==> config.mk <==
export PLATFORM = sky130hd
export DESIGN_NAME = serial_sub_s
export DESIGN_NICKNAME = d
export VERILOG_FILES = /design/src/rtl/serial_sub_pkg.sv /design/src/rtl/serial_sub_fsub_cell.sv /design/src/rtl/serial_sub_s.sv
export SDC_FILE = /design/constraint.sdc
export NUM_CORES = 1
export LEC_CHECK = 0
export ABC_AREA = 1
export CAP_MARGIN = 10
export CORE_MARGIN = 2
export CORE_UTILIZATION = 45
export DETAILED_ROUTE_END_ITERATION = 7
export PLACE_DENSITY = 0.7
export SLEW_MARGIN = 20
export SYNTH_ARGS = -nofsm -noshare
export SYNTH_HDL_FRONTEND = slang
export SYNTH_HIERARCHICAL = 1
export SYNTH_SLANG_ARGS = --single-unit
==> constraint.sdc <==
create_clock -name clk -period 3.3 [get_ports clk]
set_clock_uncertainty 0.1 [all_clocks]
set_input_delay 0.495 -clock clk [delete_from_list [all_inputs] [get_ports clk]]
set_output_delay 0.495 -clock clk [all_outputs]
set_load 0.02 [all_outputs]
==> src/rtl/serial_sub_pkg.sv <==
// Shared definitions for the bit-serial subtractor: FSM state encoding and a
// constant clog2 used to size the bit counter.
package serial_sub_pkg;

  localparam logic [1:0] S_IDLE  = 2'd0;
  localparam logic [1:0] S_SHIFT = 2'd1;
  localparam logic [1:0] S_DONE  = 2'd2;

  function automatic int clog2(input int v);
    int r;
    r = 0;
    for (int i = 0; i < 31; i++) begin
      if ((1 << i) < v) r = i + 1;
    end
    return r;
  endfunction

endpackage

==> src/rtl/serial_sub_fsub_cell.sv <==
// One-bit full subtractor: d = a - b - bin, bout set when the bit underflows.
// Purely combinational, no latency, no flow control.
module fsub_cell (
  input  logic a,
  input  logic b,
  input  logic bin,
  output logic d,
  output logic bout
);

  assign d    = a ^ b ^ bin;
  assign bout = (~a & b) | (~(a ^ b) & bin);

endmodule

==> src/rtl/serial_sub_s.sv <==
// Bit-serial subtractor diff = a - b, LSB first through one fsub_cell; optional ovf via SERIAL_SUB_OVF_EN.
// Latency: result valid WIDTH edges after the accepting edge; one result per WIDTH+1 cycles back-to-back.
// Backpressure: ready only in IDLE/DONE; a DONE result is held until ack, start without ack is ignored.
module serial_sub_s
  import serial_sub_pkg::*;
#(
  parameter int WIDTH = 8
) (
  input  logic             clk,
  input  logic             rst,
  input  logic             start,
  input  logic [WIDTH-1:0] a,
  input  logic [WIDTH-1:0] b,
  output logic             ready,
  output logic             valid,
  input  logic             ack,
  output logic [WIDTH-1:0] diff,
  output logic             bout
`ifdef SERIAL_SUB_OVF_EN
  ,
  output logic             ovf
`endif
);

  localparam int CW = clog2(WIDTH);
  localparam logic [CW-1:0] CNT_LAST = CW'(WIDTH - 1);

  logic [1:0]       state;
  logic [WIDTH-1:0] a_sh;
  logic [WIDTH-1:0] b_sh;
  logic [WIDTH-2:0] diff_sh;
  logic [WIDTH-1:0] diff_nxt;
  logic [CW-1:0]    cnt;
  logic             br;
  logic             d;
  logic             br_next;
  logic             load;

  fsub_cell u_cell (
    .a   (a_sh[0]),
    .b   (b_sh[0]),
    .bin (br),
    .d   (d),
    .bout(br_next)
  );

  assign ready    = (state == S_IDLE) || (state == S_DONE);
  assign valid    = (state == S_DONE);
  assign load     = start && ((state == S_IDLE) || ((state == S_DONE) && ack));
  assign diff_nxt = {d, diff_sh};

  always_ff @(posedge clk or posedge rst) begin
    if (rst) begin
      state   <= S_IDLE;
      a_sh    <= '0;
      b_sh    <= '0;
      diff_sh <= '0;
      cnt     <= '0;
      br      <= 1'b0;
      diff    <= '0;
      bout    <= 1'b0;
`ifdef SERIAL_SUB_OVF_EN
      ovf     <= 1'b0;
`endif
    end else if (load) begin
      state <= S_SHIFT;
      a_sh  <= a;
      b_sh  <= b;
      cnt   <= '0;
      br    <= 1'b0;
    end else begin
      case (state)
        S_SHIFT: begin
          a_sh    <= a_sh >> 1;
          b_sh    <= b_sh >> 1;
          diff_sh <= diff_nxt[WIDTH-1:1];
          br      <= br_next;
          cnt     <= cnt + CW'(1);
          if (cnt == CNT_LAST) begin
            // On the last bit the shifters hold the operand MSBs and d is the result MSB.
            state <= S_DONE;
            diff  <= diff_nxt;
            bout  <= br_next;
`ifdef SERIAL_SUB_OVF_EN
            ovf   <= (a_sh[0] ^ b_sh[0]) & (a_sh[0] ^ d);
`endif
          end
        end
        S_DONE: begin
          if (ack) state <= S_IDLE;
        end
        S_IDLE: state <= S_IDLE;
        default: state <= S_IDLE;
      endcase
    end
  end

endmodule
Word level (Yosys, flattened, before mapping)
Cells that the tools add are included.

Eq/ne operators: 5. Bitwise logic cells: 8. Muxes and demuxes: 12. Add/subtract/negate cells: 1. Reduce and logical (&&, ||, !) cells: 9.

Operators with widths (count): 8-bit 2-to-1 mux (4); 2-bit 2-to-1 mux (3); 3-bit 2-to-1 mux (2); 2-bit one-hot mux with 2 select lines (1); 2-bit AND reduction (2); 3-bit by 1-bit adder with 3-bit output (second input constant) (1); 3-bit == test (second input constant) (1); 3-bit by 1-bit != test with 1-bit output (second input constant) (1); 3-bit != test (second input constant) (1); 1-bit NOT (3); 3-bit AND reduction (1); 1-bit AND (2); 2-bit by 1-bit == test with 1-bit output (second input constant) (1); 2-bit == test (second input constant) (1); 1-bit logical AND (2); 2-bit logical NOT (1); 1-bit logical OR (2); 1-bit 2-to-1 mux (2); 2-bit nonzero test (1); 1-bit bitwise XOR (2); 1-bit OR (1).

Logic and storage cells: 43. Bits in registers: 38. Input bits: 20. Output and inout bits: 11.

Depth between registers and ports, before layout
Gate-level depths: netlist of the first run.

Word-level depth: 6. Mapped depth: 8. Mapped depth without buffers: 6.

Modules after synthesis
Netlist of the first run, hierarchy kept.

By module, submodules not included: serial_sub_s (cells an instance 205, area each 1717.9 µm², instances 1, seq. area each 950.9 µm²); fsub_cell (cells an instance 4, area each 31.3 µm², instances 1, seq. area each 0.0 µm²).

Worst setup path after synthesis of the first run
Ideal clock, no wire load.

Path type: flip-flop to flip-flop. Start: reg cnt[0]. End: reg state[1]. Path slack: 1966 ps. Setup time: 134 ps. Clock period less this slack: 1334 ps. Stages on the path, launching flop included: 6. Arrival time: 1100 ps. Required time: 3066 ps. Path buffers: 1. Path through: dfrtp_1 > ha_1 > ha_1 > nand2_2 > buf_6 > o21ai_0.

Cells in the longest elaborated chain, start to end: 3.

Ends and longest elaborated chain: start, declared (RTL line serial_sub_s.sv:33) `logic [CW-1:0] cnt;`; start signal, assigned (RTL line serial_sub_s.sv:78) `cnt <= cnt + CW'(1);`; 3-bit == test (RTL line serial_sub_s.sv:79) `if (cnt == CNT_LAST) begin`; 3-bit != test (no source line); 2-bit AND reduction (no source line); end signal, assigned (RTL line serial_sub_s.sv:81) `state <= S_DONE;`; end signal, assigned (RTL line serial_sub_s.sv:90) `if (ack) state <= S_IDLE;`; end signal, assigned (RTL line serial_sub_s.sv:92) `S_IDLE: state <= S_IDLE;`; end, declared (RTL line serial_sub_s.sv:28) `logic [1:0] state;`.

No other way between the ends. A chain may end at the register's enable or synchronous reset.

Worst setup path after layout of the first run
Start: reg state[1]. End: out valid.

Cells in the longest elaborated chain, start to end: 1.

Ends and longest elaborated chain: start signal, assigned (RTL line serial_sub_s.sv:54) `state <= S_IDLE;`; start signal, assigned (RTL line serial_sub_s.sv:66) `state <= S_SHIFT;`; start signal, assigned (RTL line serial_sub_s.sv:81); 2-bit == test (RTL line serial_sub_s.sv:48) `assign valid = (state == S_DONE);`; end, declared (RTL line serial_sub_s.sv:15) `output logic valid,`.

No other way between the ends.

==> results of run 1 <==
[power by group through the flow]
stage	sequential (uW)	clock [uW]	combinational (uW)
2_1_floorplan	832	0	555
3_3_place_gp	791	0	793
3_5_place_dp	797	0	808
4_1_cts	788	338	812
5_1_grt	813	363	942
6_report	788	329	800
[per-layer routing]
metal / vias to the layer above / GRT usage, %
li1: 708 / -
met4: 0 / 5.357
met2: 31 / 26.25
met5: - / 0
met1: 601 / 21.38
met3: 3 / 5.963
[cell type report]
type	count	area, sq um	area share, %
clock inverters	2	12.51	0.5807
multi-input cells	132	616.8	28.63
inverters	29	108.9	5.052
clock buffers	6	82.58	3.833
well taps	48	60.06	2.787
flip-flops and latches	38	950.9	44.13
repair buffers	33	322.8	14.98
[Yosys cell counts]
| cell type | number |
|---|---|
| sky130_fd_sc_hd__nand2_1 | 68 |
| sky130_fd_sc_hd__dfrtp_1 | 38 |
| sky130_fd_sc_hd__nand3_1 | 37 |
| sky130_fd_sc_hd__inv_1 | 27 |
| sky130_fd_sc_hd__o21ai_0 | 17 |
| sky130_fd_sc_hd__buf_2 | 4 |
| sky130_fd_sc_hd__buf_6 | 3 |
| sky130_fd_sc_hd__buf_4 | 2 |
| sky130_fd_sc_hd__ha_1 | 2 |
| sky130_fd_sc_hd__inv_2 | 2 |
| sky130_fd_sc_hd__nand2_2 | 2 |
| sky130_fd_sc_hd__clkbuf_1 | 1 |
| sky130_fd_sc_hd__fa_1 | 1 |
| sky130_fd_sc_hd__nand3b_1 | 1 |
| sky130_fd_sc_hd__nor2_1 | 1 |
| sky130_fd_sc_hd__nor2_2 | 1 |
| sky130_fd_sc_hd__nor2_4 | 1 |
| sky130_fd_sc_hd__o21ai_1 | 1 |
[worst reg2reg max path, stage by stage, from the launching register on]
cell and delay, ns:
sky130_fd_sc_hd__dfrtp_1 0.43, sky130_fd_sc_hd__nand2_2 0.27, sky130_fd_sc_hd__nand2_1 0.49, sky130_fd_sc_hd__nand3_1 0.19, sky130_fd_sc_hd__o21ai_0 0.10
[stage by stage]
stage | total power [uW] | instance area, sq um | utilization, % | hold slack, ns
finish | 1916 | 2155 | 58.41 | 0.2373
global route | 2119 | 2155 | 58.41 | 0.2375
CTS | 1939 | 2155 | 58.41 | 0.2303
detailed placement | 1605 | 2059 | 55.83 | 0.3642
global placement | 1584 | 2059 | 55.83 | 0.3551
floorplan | 1387 | 1749 | - | 0.3530
[logic make-up after synthesis]
| kind of cell | share of synthesized area [%] |
|---|---|
| flip-flops | 54.36 |
| AO/OA/AOI/OAI | 5.150 |
| AND/OR/NAND/NOR | 27.54 |
| buffers and inverters | 10.37 |
| adder cells (fa/ha/maj) | 2.575 |
[final timing paths]
| path | from | endpoint | cells after the start |
|---|---|---|---|
| setup / recovery | state[1] | valid | 3 |
| hold / removal | rst | diff[4] | 2 |
| setup reg to reg | state[1] | cnt[0] | 4 |
| hold reg to reg | diff[6] | diff[6] | 2 |
| max in group asynchronous | rst | a_sh[5] | 3 |
| min in group clk | diff[6] | diff[6] | 2 |
[flip-flops by register name, summed over array words and instances, names as in the netlist]
register and cells:
diff 8, diff_sh 7, br 1, a_sh 8
bout 1, b_sh 8, state 2, cnt 3
==> load_flow_metrics.sql, run 1 <==
INSERT INTO impl_metrics (metric_group, metric, value, unit) VALUES
('route', 'm1WireLength', '1532', 'microns'),
('clock_network', 'post-cts-setup-buffer-count', '0', ''),
('flow_run', 'max_cap_viol_count', '0', ''),
('timing', 'timing.final.hold_violations', '0', ''),
('die', 'die_area', '0.004402', 'sq mm'),
('cells_and_area', 'nNetsFinal', '262', ''),
('setup_path', 'worstSetupPathType', 'flop to output pin', ''),
('clock_network', 'cts.repair.resized', '0', ''),
('cells_and_area', 'diodes', '0', ''),
('route', 'route.final.wire_length', '3074', 'microns'),
('power_and_ir_drop', 'power.leakage', '0.001107', 'uW'),
('synth', 'post_synthesis_cells', '209', ''),
('die', 'die-width', '66.35', 'microns'),
('placed_design', 'place_hpwl', '2038', 'microns'),
('clock_network', 'cts_tree', 'done', ''),
('clock_network', 'reg_clk_slew_reported_paths', '0.07', 'ns'),
('route', 'drt_pre_antenna_iters', '4', ''),
('synth', 'post_syn_area', '0.001749', 'sq mm'),
('setup_path', 'count_of_buffer_and_inverter_cells_on_the_critical_path', '2', ''),
('route', 'routed.top_layer', 'met4', ''),
('clock_network', 'postCtsHoldBufs', '0', ''),
('die', 'initial_utilization', '47.42', '%'),
('global_route', 'via_count_of_the_first_global_routing_pass', '1246', ''),
('run_status', 'status', 'completed', ''),
('power_and_ir_drop', 'power.density', '889.5', 'mW/mm^2'),
('power_and_ir_drop', 'share_of_power_burned_in_the_clock_network', '17.2', '%'),
('global_route', 'grt_antenna_before_repair', '0', ''),
('route', 'met3_length', '158', 'microns'),
('route', 'route.antenna.remaining_nets', '0', ''),
('setup_path', 'worst-endpoint-required', '2.70', 'ns'),
('setup_path', 'worst_ep_arrival_time', '1.44', 'ns'),
('setup_path', 'crit_path_max_incr_delay', '0.60', 'ns'),
('timing', 'grt_setup_unrepaired', 'no', ''),
('power_and_ir_drop', 'seqPwrFrac', '41.1', '%'),
('clock_network', 'max-clock-path-buffers', '2', ''),
('synth', 'synthesis.yosys.warnings', '6', ''),
('timing', 'setup-tns-final', '0', 'ns'),
('timing', 'final-setup-viol-count', '0', ''),
('power_and_ir_drop', 'net-switching-power', '756.5', 'uW'),
('setup_path', 'timing.critical_path.slowest_stage_cell', 'sky130_fd_sc_hd__clkdlybuf4s50_1', ''),
('clock_network', 'cts_buffers', '5', ''),
('die', 'io_pins', '31', ''),
('die', 'die_h', '66.35', 'microns'),
('power_and_ir_drop', 'switching_share', '39.47', '%'),
('clock_network', 'clk_root_buffer_cell', 'sky130_fd_sc_hd__clkbuf_8', ''),
('power_and_ir_drop', 'p_int', '1160', 'uW'),
('synth', 'synth_unique_cells', '18', ''),
('power_and_ir_drop', 'max-vdd-ir-drop', '0.0005289', 'V'),
('route', 'num_vias', '1343', ''),
('global_route', 'grt_pass1_wl', '5457', 'microns'),
('cells_and_area', 'post_layout_nonfiller_instances', '288', ''),
('cells_and_area', 'n_fill_cell', '363', ''),
('synth', 'ys_top_cells_by_area', 'sky130_fd_sc_hd__dfrtp_1 (54%), sky130_fd_sc_hd__nand2_1 (15%), sky130_fd_sc_hd__nand3_1 (11%), sky130_fd_sc_hd__inv_1 (5.8%), sky130_fd_sc_hd__o21ai_0 (4.9%)', ''),
('route', 'post_drt_via_cell_ratio', '4.663', ''),
('die', 'floorplan.core_area', '0.003689', 'sq mm'),
('timing', 'max_slew.worst_pin.slew', '0.6723', 'ns'),
('cells_and_area', 'area_growth', '23.18', '%'),
('timing', 'final_min_period_over_clock_period', '61.76', '%'),
('clock_network', 'htree_levels', '2', ''),
('cells_and_area', 'layout-drive-gt1-share', '7.083', '%'),
('setup_path', 'setup.worst_path.start_class', 'flop', ''),
('worst_hold_path', 'timing.hold.worst.class', 'input pin to async pin', ''),
('synth', 'yosysTopAreaCell', 'sky130_fd_sc_hd__dfrtp_1', ''),
('global_route', 'globalRoute.totalOverflow', '0', ''),
('route', 'drc', '0', ''),
('timing', 'final_max_slew_viol_count', '0', ''),
('clock_network', 'clock_latency', '0.29', 'ns'),
('synth', 'yosys_register_bits', '38', ''),
('placed_design', 'placement.setup.worst_slack', '1.018', 'ns'),
('synth', 'synth-seq-area-share', '54.36', '%'),
('timing', 'timing.final.crit_period', '2.038', 'ns');
Note: power is estimated with default switching activity, not from simulation.
==> inputs of run 2 (changes only) <==
--- a/config.mk
+++ b/config.mk
@@ -10,7 +10,7 @@
 export CORE_MARGIN = 2
 export CORE_UTILIZATION = 45
 export DETAILED_ROUTE_END_ITERATION = 7
-export PLACE_DENSITY = 0.7
+export PLACE_DENSITY = 0.73
 export SLEW_MARGIN = 20
 export SYNTH_ARGS = -nofsm -noshare
 export SYNTH_HDL_FRONTEND = slang
==> constraint.sdc (replaced) <==
create_clock -name clk -period 1.8 [get_ports clk]
set_clock_uncertainty 0.1 [all_clocks]
set_input_delay 0.27 -clock clk [delete_from_list [all_inputs] [get_ports clk]]
set_output_delay 0.27 -clock clk [all_outputs]
set_load 0.02 [all_outputs]
==> run 2 against run 1 <==
Sequential power grew 84%. Utilization increased by 1.3 points. Worst setup slack got worse by 1.1 ns. Largest power group unchanged. Highest routed layer unchanged. Power increased by 91%. Combinational power up 89%. Count of clock-buffer cells in the layout increased by 1. Clock power increased by 110%. Die area unchanged. Critical endpoint is now diff[5].
==> load_flow_metrics.sql, run 2 (synthesized netlist as in run 1, its figures left out) <==
INSERT INTO impl_metrics (metric_group, metric, value, unit) VALUES
('cells_and_area', 'layout_common_cells', 'sky130_fd_sc_hd__nand2_1 (68), sky130_fd_sc_hd__dfrtp_1 (38), sky130_fd_sc_hd__nand3_1 (37)', ''),
('cells_and_area', 'diodes', '0', ''),
('setup_path', 'worstRegToRegCells', '4', ''),
('clock_network', 'clock_latency', '0.29', 'ns'),
('timing', 'final_max_slew_viol_count', '0', ''),
('setup_path', 'critical_path.top_delay_family', 'buffers and inverters', ''),
('die', 'io_pins', '31', ''),
('route', 'route.detailed.wl_per_inst', '10.85', 'microns'),
('global_route', 'grt_pass1_wl', '5437', 'microns'),
('global_route', 'grtUsageMet3', '5.622', '%'),
('route', 'drc', '0', ''),
('flow_run', 'max_cap_viol_count', '0', ''),
('placed_design', 'finalWeightedCongestion', '0.8067', ''),
('setup_path', 'crit_path_max_fanout', '2', ''),
('timing', 'fmax', '618.1', 'MHz'),
('timing', 'timing.final.hold_violations', '0', ''),
('die', 'die_h', '66.35', 'microns'),
('worst_hold_path', 'timing.hold.worst.class', 'input pin to async pin', ''),
('global_route', 'grt_antenna_before_repair', '0', ''),
('timing', 'timing.final.crit_period', '1.618', 'ns'),
('clock_network', 'reg_clk_slew_reported_paths', '0.07', 'ns'),
('die', 'die_area', '0.004402', 'sq mm'),
('clock_network', 'max-clock-path-buffers', '2', ''),
('clock_network', 'cts_buffers', '5', ''),
('cells_and_area', 'biggestRegsByFlops', 'a_sh x8, b_sh x8, diff x8', ''),
('timing', 'setup-tns-final', '0', 'ns'),
('placed_design', 'port-buffer-count', '30', ''),
('cells_and_area', 'area_growth', '25.89', '%'),
('setup_path', 'count_of_buffer_and_inverter_cells_on_the_critical_path', '1', ''),
('die', 'floorplan.core_area', '0.003689', 'sq mm'),
('cells_and_area', 'layout.cells.most_common', 'sky130_fd_sc_hd__nand2_1', ''),
('setup_path', 'regToRegStartpoint', 'cnt[0]', ''),
('route', 'num_vias', '1377', ''),
('power_and_ir_drop', 'power', '3657', 'uW'),
('clock_network', 'clk_root_buffer_cell', 'sky130_fd_sc_hd__clkbuf_8', ''),
('global_route', 'globalRoute.totalOverflow', '0', ''),
('timing', 'grt_setup_unrepaired', 'no', ''),
('setup_path', 'timing.critical_path.slowest_stage_cell', 'sky130_fd_sc_hd__clkdlybuf4s50_1', ''),
('timing', 'max_slew.worst_pin.slew', '0.4591', 'ns'),
('clock_network', 'clk_sink_count', '38', ''),
('setup_path', 'worst_setup_path_start', 'diff[5]', ''),
('clock_network', 'postCtsHoldBufs', '0', ''),
('setup_path', 'worstSetupPathType', 'flop to output pin', ''),
('run_status', 'status', 'completed', ''),
('power_and_ir_drop', 'power.density', '1661', 'mW/mm^2'),
('setup_path', 'worst-endpoint-required', '1.43', 'ns'),
('route', 'post_drt_via_cell_ratio', '4.732', ''),
('die', 'die-width', '66.35', 'microns'),
('timing', 'timing.max_slew.rel_slack', '69.39', '%'),
('timing', 'final-setup-viol-count', '0', ''),
('route', 'drt_pre_antenna_iters', '6', ''),
('setup_path', 'setup.worst_path.start_class', 'flop', ''),
('global_route', 'gr-max-usage-layer', 'met2', ''),
('global_route', 'via_count_of_the_first_global_routing_pass', '1246', ''),
('setup_path', 'crit_cells', '1', ''),
('clock_network', 'htree_levels', '2', ''),
('die', 'placement_rows', '22', ''),
('cells_and_area', 'nNetsFinal', '265', ''),
('clock_network', 'post-cts-setup-buffer-count', '0', ''),
('route', 'detail_route.iter0.violations', '77', ''),
('global_route', 'grt.total_usage', '16.53', '%'),
('setup_path', 'critical_path_sink_type', 'output pin', ''),
('cells_and_area', 'n_fill_cell', '321', ''),
('cells_and_area', 'layout-drive-gt1-share', '7.407', '%'),
('route', 'route.antenna.remaining_nets', '0', ''),
('global_route', 'gr-usage-met2', '25.00', '%'),
('timing', 'final_min_period_over_clock_period', '89.89', '%'),
('setup_path', 'crit_path_max_incr_delay', '0.61', 'ns'),
('cells_and_area', 'finalCoreUtilization', '59.70', '%'),
('power_and_ir_drop', 'power.leakage', '0.001149', 'uW'),
('setup_path', 'worst_ep_arrival_time', '1.25', 'ns'),
('die', 'initial_utilization', '47.42', '%'),
('route', 'route.final.wire_length', '3156', 'microns'),
('setup_path', 'worstPathCellList', 'clkdlybuf4s50_1', ''),
('placed_design', 'place_hpwl', '2070', 'microns'),
('power_and_ir_drop', 'max-vdd-ir-drop', '0.001133', 'V'),
('global_route', 'met1_track_demand_over_resource', '21.98', '%'),
('global_route', 'grt_start_max_net_pins', '39', ''),
('clock_network', 'cts_tree', 'done', '');
==> run 2: worst paths after layout <==
path,endpoint,slack (ns)
max reg2reg,state[1],0.34
min in group clk,diff[0],0.38
max in group asynchronous,b_sh[7],0.99
min,diff[4],0.28
min reg2reg,diff[0],0.38
max,diff[5],0.18
==> run 2: repair_timing <==
action	in CTS	in global routing
gates cloned	0	0
resized for setup	1	1
setup endpoints to repair	1	1
==> run 2: per-stage QoR <==
step	std cells	area (sq um)	hold slack, ns	setup WS, ns
floorplan	209	1749	0.3160	0.4663
global placement	283	2095	0.3558	0.3115
detailed placement	283	2095	0.3648	0.2912
CTS	291	2200	0.3017	0.008197
global route	291	2202	0.3544	0.1433
finish	291	2202	0.2808	0.1820
==> run 2: per-layer routing <==
layer	wire [microns]	part of all wire [%]	up-vias
met5	0	0	-
met4	44	1.4	0
met3	159	5.0	7
met2	1404	44	25
met1	1549	49	628
li1	-	-	717
==> run 2: report_power, final <==
| part | internal [uW] | switching, uW | total (uW) |
|---|---|---|---|
| combinational | 618 | 891 | 1510 |
| clock | 415 | 287 | 701 |
| sequential | 1240 | 209 | 1450 |
| total | 2270 | 1390 | 3660 |
==> run 2: final cells by class <==
type                       count  area [sq um]  share of cell area (%)
clock inverter                 1         30.03                   1.364
clock buffer                   7         76.32                   3.466
inverter                      29         108.9                   4.943
tap                           48         60.06                   2.727
sequential                    38         950.9                   43.18
multi-input combinational    132         616.8                   28.01
timing repair buffer          36         359.1                   16.31
==> inputs of run 3 (changes only) <==
--- a/config.mk
+++ b/config.mk
@@ -6,9 +6,10 @@
 export NUM_CORES = 1
 export LEC_CHECK = 0
 export ABC_AREA = 1
-export CAP_MARGIN = 10
+export CAP_MARGIN = 20
 export CORE_MARGIN = 2
 export CORE_UTILIZATION = 45
+export CTS_CLUSTER_SIZE = 14
 export DETAILED_ROUTE_END_ITERATION = 7
 export PLACE_DENSITY = 0.73
 export SLEW_MARGIN = 20
==> results of run 3 <==
No change in the layout: final DEF, timing and power equal those of run 2.
